--- config.mk ---
export PLATFORM = sky130hd
export DESIGN_NAME = forward_scoreboard
export DESIGN_NICKNAME = d
export VERILOG_FILES = /design/src/rtl/forward_scoreboard.sv
export SDC_FILE = /design/constraint.sdc
export NUM_CORES = 1
export LEC_CHECK = 0
export CORE_ASPECT_RATIO = 1.4
export CORE_MARGIN = 5
export CORE_UTILIZATION = 26
export CTS_CLUSTER_DIAMETER = 100
export DETAILED_ROUTE_END_ITERATION = 10
export GPL_TIMING_DRIVEN = 0
export SLEW_MARGIN = 30
export SYNTH_ARGS = -nofsm -noshare
export SYNTH_HDL_FRONTEND = slang
export SYNTH_SLANG_ARGS = --single-unit
--- constraint.sdc ---
create_clock -name clk -period 3.02 [get_ports clk]
set_clock_uncertainty 0.1 [all_clocks]
set_input_delay 0.755 -clock clk [delete_from_list [all_inputs] [get_ports clk]]
set_output_delay 0.755 -clock clk [all_outputs]
set_load 0.1 [all_outputs]
--- src/rtl/forward_scoreboard.sv ---
// forward_scoreboard: tracks destination registers of in-flight instructions,
// forwards the youngest ready producer to each decode read port and raises a
// load-use stall when the youngest producer has no data yet.
// Optional feature: define FWD_STATS_EN to build the saturating stall/forward
// statistics counters; otherwise the stat ports are tied to zero.
module forward_scoreboard #(
  parameter int DATA_W = 16,
  parameter int ADDR_W = 4,
  parameter int STAGES = 3,
  parameter int NPORT  = 2
) (
  input  logic                      clk,
  input  logic                      rst,
  input  logic                      id_valid,
  input  logic [NPORT-1:0]          id_rd_en,
  input  logic [NPORT*ADDR_W-1:0]   id_rd_addr,
  input  logic                      id_wb_en,
  input  logic [ADDR_W-1:0]         id_wb_addr,
  input  logic                      flush,
  input  logic [STAGES*DATA_W-1:0]  stg_data,
  input  logic [STAGES-1:0]         stg_rdy,
  output logic [NPORT-1:0]          fwd_en,
  output logic [NPORT*DATA_W-1:0]   fwd_data,
  output logic                      stall,
  output logic [15:0]               stat_stall_cnt,
  output logic [15:0]               stat_fwd_cnt
);

  // Per-stage scoreboard entries; index 0 is the youngest (EX).
  logic [STAGES-1:0] valid_r;
  logic [ADDR_W-1:0] addr_r [STAGES];

  logic [NPORT-1:0]  hit_s;
  logic [NPORT-1:0]  port_stall_s;

  // Per port, pick the youngest matching stage; forward it if ready, else flag a stall.
  always_comb begin
    fwd_en       = '0;
    fwd_data     = '0;
    port_stall_s = '0;
    hit_s        = '0;
    for (int p = 0; p < NPORT; p++) begin
      for (int s = 0; s < STAGES; s++) begin
        if (!hit_s[p] && id_rd_en[p] && valid_r[s] &&
            (addr_r[s] == id_rd_addr[p*ADDR_W +: ADDR_W])) begin
          hit_s[p] = 1'b1;
          if (stg_rdy[s]) begin
            fwd_en[p]                       = 1'b1;
            fwd_data[p*DATA_W +: DATA_W]    = stg_data[s*DATA_W +: DATA_W];
          end else begin
            port_stall_s[p] = 1'b1;
          end
        end else begin
          hit_s[p] = hit_s[p];
        end
      end
    end
  end

  // A not-ready youngest producer blocks decode unless the pipe is being flushed.
  assign stall = id_valid & ~flush & (|port_stall_s);

  // Advance the entries one stage per cycle; a stalled or idle decode inserts a bubble.
  always_ff @(posedge clk or negedge rst) begin
    if (!rst) begin
      valid_r <= '0;
      for (int s = 0; s < STAGES; s++) begin
        addr_r[s] <= '0;
      end
    end else if (flush) begin
      valid_r <= '0;
    end else begin
      valid_r[0] <= id_valid & id_wb_en & ~stall;
      addr_r[0]  <= id_wb_addr;
      for (int s = 1; s < STAGES; s++) begin
        valid_r[s] <= valid_r[s-1];
        addr_r[s]  <= addr_r[s-1];
      end
    end
  end

`ifdef FWD_STATS_EN
  logic [15:0] stall_cnt_r;
  logic [15:0] fwd_cnt_r;

  // Saturating counts of stall cycles and cycles with at least one forward.
  always_ff @(posedge clk or negedge rst) begin
    if (!rst) begin
      stall_cnt_r <= 16'h0000;
      fwd_cnt_r   <= 16'h0000;
    end else begin
      if (stall && (stall_cnt_r != 16'hFFFF)) begin
        stall_cnt_r <= stall_cnt_r + 16'd1;
      end else begin
        stall_cnt_r <= stall_cnt_r;
      end
      if ((|fwd_en) && (fwd_cnt_r != 16'hFFFF)) begin
        fwd_cnt_r <= fwd_cnt_r + 16'd1;
      end else begin
        fwd_cnt_r <= fwd_cnt_r;
      end
    end
  end

  assign stat_stall_cnt = stall_cnt_r;
  assign stat_fwd_cnt   = fwd_cnt_r;
`else
  assign stat_stall_cnt = 16'h0000;
  assign stat_fwd_cnt   = 16'h0000;
`endif

endmodule
---- After elaboration in Yosys (flattened, before gate mapping) ----
Index checks and enable logic that the tools add are counted.
cells by class
  reductions and logical operators ........ 21
  bitwise gates (word level) .............. 6
  mux-type cells .......................... 38
  equal/unequal tests ..................... 6
operators with widths
  cell                number
  16-bit 2-to-1 mux   11
  1-bit 2-to-1 mux    26
  4-bit == test       6
  1-bit logical AND   16
  1-bit AND           4
  1-bit zero test     4
  3-bit 2-to-1 mux    1
  1-bit NOT           2
  2-bit OR reduction  1
storage, ports and cells
  bits of input ports ..................... 70
  bits in registers ....................... 15
  output and inout port bits .............. 67
  word-level logic and storage cells ...... 75

---- Longest topological paths before layout ----
  depth in word-level cells ............... 18
  gate-level depth with buffers ........... 8
  mapped depth without buffers ............ 6

---- Least setup slack after synthesis ----
OpenSTA, ideal clock, no wires.
  kind .................................... input to output
  from .................................... in id_rd_addr[0]
  to ...................................... out stall
  stages on the path ...................... 6
  buffers on the path ..................... 0
  data arrival time ....................... 4.005 ns
  path slack .............................. -1.840 ns
  data required time ...................... 2.165 ns
  cells stage by stage .................... inv_2 -> a222oi_1 -> nor3b_4 -> a32oi_1 -> or2_0 -> a311oi_1
on the way
  cells in the longest elaborated chain, start to end .. 15
  elaborated cells between the ends (all ways) .. 21
  classes of those cells .................. eq/ne: 3; mux: 7; bitwise: 1; reduce/logical: 10
ends and longest elaborated chain
  what                             RTL line  source
  start: declaration               16        input logic [NPORT*ADDR_W-1:0] id_rd_addr,
  4-bit == test                    45        (addr_r[s] == id_rd_addr[p*ADDR_W +: ADDR_W])) begin
  1-bit logical AND                44        if (!hit_s[p] && id_rd_en[p] && valid_r[s] &&
  1-bit 2-to-1 mux                 44
  1-bit zero test                  44
  1-bit logical AND (3 in series)  44
  1-bit 2-to-1 mux                 44
  1-bit zero test                  44
  1-bit logical AND (3 in series)  44
  1-bit 2-to-1 mux *               44
  2-bit OR reduction *             61        assign stall = id_valid & ~flush & (|port_stall_s);
  1-bit AND *                      61
  end: declaration                 24        output logic stall,
Mark *: on every way between the ends. The rest lies on a longest branch, timed or not.

---- Worst setup path after layout ----
  from .................................... in id_rd_addr[2]
  to ...................................... out fwd_data[13]
on the way
  cells in the longest elaborated chain, start to end .. 13
  elaborated cells between the ends (all ways) .. 19
  classes of those cells .................. eq/ne: 3; mux: 7; reduce/logical: 9
ends and longest elaborated chain
  what                             RTL line  source
  4-bit == test                    45
  1-bit logical AND                44
  1-bit 2-to-1 mux                 44
  1-bit zero test                  44
  1-bit logical AND (3 in series)  44
  1-bit 2-to-1 mux                 44
  1-bit zero test                  44
  1-bit logical AND (3 in series)  44
  16-bit 2-to-1 mux *              44
  end: declaration                 23        output logic [NPORT*DATA_W-1:0] fwd_data,
Marked as above.

==> metrics.cfg <==
[route]
remaining_drc_errors = 0
wire_per_inst_microns = 21.8
avgViaCountPerCell = 4.93
ant_nets = 0
routed_wl_microns = 11000
firstDrtPassIters = 4
vias = 2490
drtIter0Drc = 102

[pwr]
ir_drop_mv = 0.313
p_leak_nw = 2.12
cellPowerDensity_nw_per_um2 = 197
p_total_mw = 0.977

[die]
die_area_sq_um = 9120
start_util_pct = 27.0
die_w_microns = 82.2
core_sq_um = 7030
fp-row-count = 36
die_h_microns = 111
ioPinCount = 137

[logic_synthesis]
ys_seq_area_share_pct = 19.8
synth-edff-count = 0
synthCells = 240
ys_warn_count = 0
synthFlopType = dfrtp_1
syn_avg_cell_area_sq_um = 7.90
synthesis.area_sq_um = 1900
synthArstFlopShare_pct = 100
ys_ff_latch = 15
synth.distinct_cells = 42

[placed_design]
io_buffers = 102
dp_hpwl_microns = 6690
placed_area_sq_um = 3450
gp_congestion = 0.821
preCtsSetupSlack_ps = -1860

[sta]
final_hold_viol_count = 0
grt_setup_unrepaired = yes
slew_viol_final = 0
period_share_pct = 110
slew_headroom_pct = 27.1
finalSetupTns_ps = -6600
period_needed_ps = 3320
tightest_slew_ps = 1090
setup_viol = 35
max_freq_ghz = 0.302
fin_ws_ps = -295

[critical_path]
cp_max_fo = 6
endpoint_kind = primary output
startpoint = id_rd_addr[2]
cp-start-kind = primary input
cp_data_arrival_time_ps = 2460
crit-reg2reg-launch = addr_r[4]
crit_required_ps = 2160
setup.worst_path.class = primary input to primary output

[final_layout]
fin_nets = 481
syn2layout_area_growth_pct = 161
fillCellCount = 461
regArea_sq_um = 375
multiInputGateArea_sq_um = 2200
layout_common_cells = 58 x clkdlybuf4s50_1, 50 x buf_4, 43 x buf_12, 41 x nand2_4, 32 x conb_1
antennaDiodeCount = 0
layout_commonest_cell = clkdlybuf4s50_1
drive_above_1_share_pct = 62.0
fin_area_sq_um = 4950

[hold_path]
min_from = addr_r[7]
hold_path_class = flip-flop to flip-flop

[clock_tree]
clk_latency_ps = 260
path_clk_slew_ps = 60
htreeDepth = 1
cts_tree = done
cts.sinks = 15
cts_made_buffers = 3
clockRootBuffer = clkbuf_8
clockBufferDepth = 2

[global_route]
grtUsageTotal_pct = 20.9
grt_pass1_vias = 2691
grt_max_degree = 16
grt.overflow.total = 0
grt_pass1_wl_microns = 14700
antenna_found_initial = 0

[job]
cap_violations = 0

[status]
violations = setup timing
status = finished, violations left

## per-stage QoR
| step | cells | util [%] | hold WS [ps] |
|---|---|---|---|
| 2_1_floorplan | 271 | - | 359 |
| 3_3_place_gp | 468 | 49.2 | 406 |
| 3_5_place_dp | 468 | 49.0 | 410 |
| 4_1_cts | 498 | 67.5 | 424 |
| 5_1_grt | 505 | 70.4 | 473 |
| 6_report | 505 | 70.4 | 423 |
## worst paths after layout
check / cells after the start / endpoint / slack, ps
worst max-delay path: 10 / fwd_data[13] / -300
worst min-delay path: 1 / addr_r[7] / 420
worst max register to register: 6 / valid_r[0] / 1090
worst min register to register: 1 / addr_r[7] / 420
max in group asynchronous: 1 / addr_r[3] / 1550
min in group asynchronous: 1 / addr_r[10] / 820
## layer usage
layer / global-route usage [%] / vias to the layer above / part of all wire, %
met1: 20.5 / 1172 / 33
li1: - / 1145 / -
met2: 38.8 / 144 / 54
met3: 6.83 / 29 / 11
met5: 0 / - / 0
met4: 7.65 / 0 / 2.9
## timing repair
action | 4_1_cts | 5_1_grt
resized for setup | 466 | 30
pin swaps | 50 | 28
cloned | 5 | 0
buffers inserted | 23 | 9
hold buffers | 0 | 0
endpoints found under the setup margin | 35 | 35
## cells by family after synthesis
group	synth area share (%)
other	0.198
muxes	5.35
xor gates and xnor gates	8.32
buffers and inverters	19.3
and+or+nand+nor	25.9
AOI/OAI and AO/OA	21.2
DFF	19.8
## power breakdown
part / switching (mW) / internal (mW)
Clock: 0.0768 / 0.0937
Sequential: 0.0333 / 0.224
Combinational: 0.342 / 0.206
Total: 0.452 / 0.524
## sequential cells by signal, indices dropped and copies added (netlist names)
register,count
addr_r,12
valid_r,3
## worst max-delay path: stages
cell and delay (ps):
clkdlybuf4s15_2 230, xnor2_2 160, nand3_2 130, o21a_1 240, nor4b_4 150, buf_6 150, buf_16 140, a32oi_4 240
nand2_4 90, buf_12 170
## synth_stat cells (3+ instances only)
master	instances	share of area [%]
o21ai_0	5	1.3
a32oi_1	32	15
buf_4	33	13
nand2_1	68	13
inv_1	5	0.99
clkbuf_1	3	0.59
xnor2_1	11	5.1
nand3_1	7	1.8
xor2_1	7	3.2
buf_2	5	1.3
buf_6	4	2.4
nor3_1	3	0.79
mux2_2	9	5.3
dfrtp_1	15	20
## cell type report
class / instances / area share, %
clock buffer: 4 / 0.910
tap: 95 / 2.40
sequential: 15 / 7.59
multi-input combinational: 204 / 44.4
buffer: 44 / 8.09
timing repair buffer: 137 / 36.2
inverter: 6 / 0.455
(Power assumes the default switching activity.)
